**src/rtl/force_release_reg.sv**
```systemverilog
// Storage register whose output normally follows d one cycle late, but can be
// overridden by a timed or indefinite force, with ack/done pulses and a masked-activity count.
module force_release_reg #(
  parameter int WIDTH = 8,
  parameter int LEN_W = 4,
  parameter int CNT_W = 8
) (
  input  logic             clk,
  input  logic             rst,
  input  logic [WIDTH-1:0] d,
  input  logic             frc_req,
  input  logic [WIDTH-1:0] frc_val,
  input  logic [LEN_W-1:0] frc_len,
  input  logic             rel_req,
  output logic [WIDTH-1:0] q,
  output logic             forced,
  output logic             frc_ack,
  output logic             done,
  output logic [CNT_W-1:0] miss_cnt
);

  localparam logic [0:0] ST_IDLE   = 1'b0;
  localparam logic [0:0] ST_FORCED = 1'b1;

  logic [0:0]       state_q, state_d;
  logic [WIDTH-1:0] q_q, q_d;
  logic [WIDTH-1:0] d_prev_q, d_prev_d;
  logic [LEN_W-1:0] cnt_q, cnt_d;
  logic             forced_q, forced_d;
  logic             ack_q, ack_d;
  logic             done_q, done_d;
  logic [CNT_W-1:0] miss_q, miss_d;

  // Handshake: frc_req/rel_req are level-sampled at every rising edge (no ready);
  // frc_ack and done are single-cycle registered pulses answering those samples.
  always_comb begin
    state_d  = state_q;
    q_d      = q_q;
    cnt_d    = cnt_q;
    forced_d = forced_q;
    ack_d    = 1'b0;
    done_d   = 1'b0;
    d_prev_d = d;
    miss_d   = miss_q;

    if (state_q == ST_FORCED && d != d_prev_q && miss_q != {CNT_W{1'b1}}) begin
      miss_d = miss_q + 1'b1;
    end

    // A new request always wins, whether idle, re-forcing, releasing or expiring.
    if (frc_req) begin
      state_d  = ST_FORCED;
      q_d      = frc_val;
      cnt_d    = frc_len;
      forced_d = 1'b1;
      ack_d    = 1'b1;
    end else if (state_q == ST_IDLE) begin
      q_d = d;
    end else if (rel_req || cnt_q == {{(LEN_W-1){1'b0}}, 1'b1}) begin
      state_d  = ST_IDLE;
      q_d      = d;
      cnt_d    = '0;
      forced_d = 1'b0;
      done_d   = 1'b1;
    end else if (cnt_q != '0) begin
      cnt_d = cnt_q - 1'b1;
    end
  end

  always_ff @(posedge clk) begin
    if (rst) begin
      state_q  <= ST_IDLE;
      q_q      <= '0;
      d_prev_q <= '0;
      cnt_q    <= '0;
      forced_q <= 1'b0;
      ack_q    <= 1'b0;
      done_q   <= 1'b0;
      miss_q   <= '0;
    end else begin
      state_q  <= state_d;
      q_q      <= q_d;
      d_prev_q <= d_prev_d;
      cnt_q    <= cnt_d;
      forced_q <= forced_d;
      ack_q    <= ack_d;
      done_q   <= done_d;
      miss_q   <= miss_d;
    end
  end

  assign q        = q_q;
  assign forced   = forced_q;
  assign frc_ack  = ack_q;
  assign done     = done_q;
  assign miss_cnt = miss_q;

endmodule

```
**config.mk**
```make
export PLATFORM = sky130hd
export DESIGN_NAME = force_release_reg
export DESIGN_NICKNAME = d
export VERILOG_FILES = /design/src/rtl/force_release_reg.sv
export SDC_FILE = /design/constraint.sdc
export NUM_CORES = 1
export LEC_CHECK = 0
export CAP_MARGIN = 25
export CORE_UTILIZATION = 46
export CTS_CLUSTER_SIZE = 16
export DETAILED_ROUTE_END_ITERATION = 7
export GPL_ROUTABILITY_DRIVEN = 0
export HOLD_SLACK_MARGIN = 0.02
export PLACE_DENSITY = 0.89
export SETUP_SLACK_MARGIN = 0.2
export SLEW_MARGIN = 10
export SYNTH_ARGS = -nofsm -noshare
export SYNTH_HDL_FRONTEND = slang
export SYNTH_SLANG_ARGS = --single-unit
```
**constraint.sdc**
```tcl
create_clock -name clk -period 2.17 [get_ports clk]
set_input_delay 0.434 -clock clk [delete_from_list [all_inputs] [get_ports clk]]
set_output_delay 0.434 -clock clk [all_outputs]
set_load 0.005 [all_outputs]
```
# Yosys cells after proc, flatten, opt, wreduce, memory -nomap -nowiden
# Index checks and enable logic that the tools add are counted.
[classes]
add_sub_neg = 2
n_eq_ne = 4
mux = 15
n_bitwise = 1
reduce_logical = 10
[op_table]
columns = ["cell", "n"]
rows = [
  ["$mux W8", 3],
  ["$mux W4", 4],
  ["$add A8 B1 Y8 const B", 1],
  ["$mux W1", 8],
  ["$ne A8 B8 Y1", 1],
  ["$ne A8 B8 Y1 const B", 1],
  ["$eq A4 B1 Y1 const B", 1],
  ["$reduce_and A2 Y1", 2],
  ["$reduce_bool A2 Y1", 2],
  ["$reduce_bool A4 Y1", 1],
  ["$sub A4 B1 Y4 const B", 1],
  ["$ne A3 B2 Y1 const B", 1],
  ["$reduce_bool A3 Y1", 1],
  ["$reduce_or A3 Y1", 1],
  ["$logic_and A1 B1 Y1", 2],
  ["$logic_or A1 B1 Y1", 1],
  ["$not A1 Y1", 1],
]
[word_totals]
ff_bits = 32
out_inout_bits = 19
wordCells = 40

# Longest topological paths before layout
[depth]
depth_word = 5
mapped_depth = 7

# Worst setup path after synthesis
# OpenSTA, ideal clock, no wires.
[synth_path]
kind = "register to register"
from = "register cnt_q[1]"
to = "register cnt_q[1]"
arrival_time_ns = 1.552
setup_slack_ns = 0.486
path_stages_with_launch = 8
n_path_buf = 0
synth_period_minus_slack_ns = 1.684
path_cell_list = "dfxtp_1 inv_1 ha_1 or4b_1 o21ai_2 nor3b_1 a211oi_1 nor3_1"
[synth_between]
elab_chain_len = 5
elab_cells_between_ends = 10
[synth_rtl]
columns = ["element", "line_no", "text"]
rows = [
  ["start, declared", "28", "logic [LEN_W-1:0] cnt_q, cnt_d;"],
  ["start signal, assigned", "84", "cnt_q <= cnt_d;"],
  ["$sub A4 B1 Y4 / $eq A4 B1 Y1 (equally long branches)", "66, 59", ""],
  ["$mux W4 / $logic_or A1 B1 Y1 (equally long branches)", "65, 59", ""],
  ["$mux W4", "59", "end else if (rel_req || cnt_q == {{(LEN_W-1){1'b0}}, 1'b1}) begin"],
  ["$mux W4", "57", "end else if (state_q == ST_IDLE) begin"],
  ["$mux W4", "51", "if (frc_req) begin"],
]
# Parallel ways exist; a longest one is shown, timed or not. The select of a mux whose other input is x is not followed.
# A chain may end at the register's enable or synchronous reset.

# Worst setup path in the final report
[layout_path]
from = "input port d[1]"
to = "register miss_q[3] (netlist: miss_cnt[3])"
[layout_between]
elab_chain_len = 3
[layout_rtl]
columns = ["element", "line_no", "text"]
rows = [
  ["start, declared", "10", "input logic [WIDTH-1:0] d,"],
  ["$ne A8 B8 Y1", "46", "if (state_q == ST_FORCED && d != d_prev_q && miss_q != {CNT_W{1'b1}}) begin"],
  ["$logic_and A1 B1 Y1 (2 in a row)", "46", ""],
  ["end signal, assigned", "88", "miss_q <= miss_d;"],
  ["end, declared", "32", "logic [CNT_W-1:0] miss_q, miss_d;"],
]
# No other way between the ends.

==> impl_metrics.env <==
export IMPL_worst_ep_required_time_ps=2450
export IMPL_powerDensity_nw_per_um2=600.7
export IMPL_power_frac_comb=0.170
export IMPL_wl_mm=3.175
export IMPL_clockBufferDepth=2
export IMPL_post_cts_setup_buffers=0
export IMPL_clock_latency_ps=340
export IMPL_syn_area_um2=1474
export IMPL_synth_distinct_cells=35
export IMPL_rsz0062_at_grt="no"
export IMPL_setup_viol=0
export IMPL_grtUsageMet3=0.06374
export IMPL_dp_hpwl_mm=2.361
export IMPL_final_hold_viol_count=0
export IMPL_yosysWarnings=0
export IMPL_synth_top_area_share=0.4346
export IMPL_grt_antenna_before_repair=0
export IMPL_whs_path_depth=2
export IMPL_p_clk_frac=0.296
export IMPL_fin_crit_sh=0.8426
export IMPL_clk_pin_slew_ps=90
export IMPL_slew_headroom=0.7586
export IMPL_nNetsFinal=231
export IMPL_ir_worst_vdd_mv=0.4034
export IMPL_worst_clock_skew_ps=5.005
export IMPL_synth_top_area_cell="dfxtp_1"
export IMPL_end_kind="flip-flop"
export IMPL_start_util=0.4828
export IMPL_met1_usage=0.2195
export IMPL_worstHoldEndpoint="forced$_SDFFE_PP0P_"
export IMPL_seq_area_frac_synth=0.4346
export IMPL_grt_ovfl_total=0
export IMPL_worstSetupPathType="in2reg"
export IMPL_hp_class="reg2reg"
export IMPL_maxCapViolations=0
export IMPL_synth_nets=186
export IMPL_grt_pass1_wl_mm=5.257
export IMPL_synth_area_top_cells="dfxtp_1 43%, mux2i_1 6.1%, nor2b_1 5.9%, xor2_1 4.8%, a211oi_1 4.6%"
export IMPL_wire_per_inst_um=12.80
export IMPL_power_internal_w=0.0008948
export IMPL_drc=0
export IMPL_power_total_w=0.001209
export IMPL_met2_usage=0.3612
export IMPL_worstRegToRegCells=7
export IMPL_final_cells=248
export IMPL_syn_avg_cell_area_um2=9.329
export IMPL_postSynthCellCount=158
export IMPL_worst_path_max_fanout=10
export IMPL_rows=20
export IMPL_fp_dieW_um=58.61
export IMPL_via_per_inst=5.169
export IMPL_dpl_cell_count=240
export IMPL_vias=1282
export IMPL_dieArea_um2=3435
export IMPL_switching_share=0.2596
export IMPL_syn_to_final_growth_pct=36.50
export IMPL_run_status="complete, no violations"
export IMPL_r2r_setup_slack_ps=370
export IMPL_cts_tree="done"
export IMPL_arrival_ps=2100
export IMPL_diodes=0
export IMPL_grt_max_degree=21
export IMPL_antenna_left=0
export IMPL_firstDrtPassIters=4
export IMPL_ctsResizeCount=0
export IMPL_die_h_um=58.61
export IMPL_crit_path_start_kind="input pin"
export IMPL_min_from="forced$_SDFFE_PP0P_"
export IMPL_cts_buffers=5
export IMPL_coreArea_um2=3053
export IMPL_min_period_ps=1828
export IMPL_grt_usage=0.2079
export IMPL_grt_busiest_layer="met2"
export IMPL_htree_levels=2
export IMPL_grt_pass1_vias=1272
export IMPL_p_sw_w=0.0003137
export IMPL_reg2reg_to="cnt_q[1]$_SDFFE_PP0P_"
export IMPL_dr_first_iter_drc_count=40
export IMPL_io_pins=43
export IMPL_ys_seq_elements=32
export IMPL_r2r_start="cnt_q[1]$_SDFFE_PP0P_"
export IMPL_portBuffers=42
export IMPL_root_buffer="clkbuf_4"
export IMPL_final_max_slew_viol_count=0
export IMPL_cts_hold_buffers=0
export IMPL_drive_above_1_share=0.09804
export IMPL_fmax_ghz=0.5469
export IMPL_power_frac_seq=0.533
export IMPL_p_leak_nw=0.7868
export IMPL_clkSinkCount=32
export IMPL_tightest_slew_ps=358.8
worst max-delay path by stage:
stage / from / to / slack [ps] / cells past startpoint
6_report: d[1] / miss_cnt[3]$_SDFFE_PP0P_ / 340 / 7
5_1_grt: cnt_q[0]$_SDFFE_PP0P_ / cnt_q[1]$_SDFFE_PP0P_ / 220 / 7
4_1_cts: cnt_q[1]$_SDFFE_PP0P_ / cnt_q[1]$_SDFFE_PP0P_ / 320 / 7
3_5_place_dp: d[4] / miss_cnt[3]$_SDFFE_PP0P_ / -10 / 7
3_3_place_gp: d[6] / miss_cnt[3]$_SDFFE_PP0P_ / 6 / 7
2_1_floorplan: cnt_q[1]$_SDFFE_PP0P_ / cnt_q[1]$_SDFFE_PP0P_ / 490 / 7
layer usage:
metal  vias to the layer above  wire length (um)
met2                        38              1655
met3                         7               167
met1                       586              1274
li1                        651                 -
met5                         -                 0
met4                         0                76
cells by family (layout without fill, tap and decap cells):
family	count (synthesis)	count (layout)	synth area share
simple gates	57	57	0.2156
flops	32	32	0.4346
compound gates	32	32	0.1511
fa+ha+maj	4	4	0.03396
xor+xnor	9	9	0.05348
mux	10	10	0.06876
buf+inv	14	60	0.04244
through the flow:
step	TNS [ps]	instance area (um^2)	util	worst slack (ps)	hold WS [ps]
after floorplan	0	1474	-	486.2	480.5
after global placement	0	1943	0.6365	5.872	466.9
after detailed placement	-13.57	1943	0.6365	-13.57	495.8
after CTS	0	2004	0.6566	318.3	514.1
after global routing	0	2012	0.6590	221.2	539.8
final	0	2012	0.6590	341.7	505.6
registers in the layout, summed over array words and instances, names as in the netlist:
signal and count:
miss_cnt 8, cnt_q 4, frc_ack 1, state_q 1, forced 1, done 1
q 8, d_prev_q 8
layout make-up:
type                            instances  area [um^2]
Inverter                                5        18.77
Fill cell                             252         1041
Sequential cell                        32        641.9
Clock buffer                            6        51.30
Tap cell                               44        55.05
Timing Repair Buffer                   47        457.9
Multi-Input combinational cell        112        777.0
Clock inverter                          2        10.01
placed cells by master (no fill, tap or decap), types with 3 or more instances in the layout:
cell and n:
nor3_1 5, a21oi_1 9, inv_1 5, a211oi_1 9
nand3_1 3, clkdlybuf4s50_1 42, o21ai_0 4, mux2i_1 9
dfxtp_1 31, clkbuf_4 5, nor2b_1 14, nand2_1 3
xor2_1 8, a221oi_1 3, nor2_1 17, ha_1 4
buf_4 5
cells in the mapped netlist, drive strengths merged:
library cell   n
nand3          3
xnor2          1
a41o           1
mux2i          9
nand3b         3
o21ai          5
nand2b         2
mux2           1
dfxtp         32
a21bo          2
inv            5
nor3           5
ha             4
xor2           8
a21o           1
nor3b          1
a221oi         3
buf            2
nor2b         14
nor4b          1
nor4           3
nand2          3
nand4          2
or4b           2
and3b          1
a31o           1
a211oi         9
clkbuf         7
nor2          17
a21oi         10
critical path, stage by stage:
cell and delay [ps]:
clkdlybuf4s50_1 450, xor2_1 180, nor4_1 360, a21oi_2 140, buf_4 190, a41o_1 230
a21oi_1 120
power groups by stage:
stage,Combinational [W],Clock [W],Sequential [W]
after floorplan,0.000103,0,0.000653
after global placement,0.000196,0,0.000655
after detailed placement,0.000204,0,0.000658
after CTS,0.000205,0.000369,0.000644
after global routing,0.000228,0.000389,0.000649
final,0.000206,0.000358,0.000644
Power figures use the tool's default switching activity.
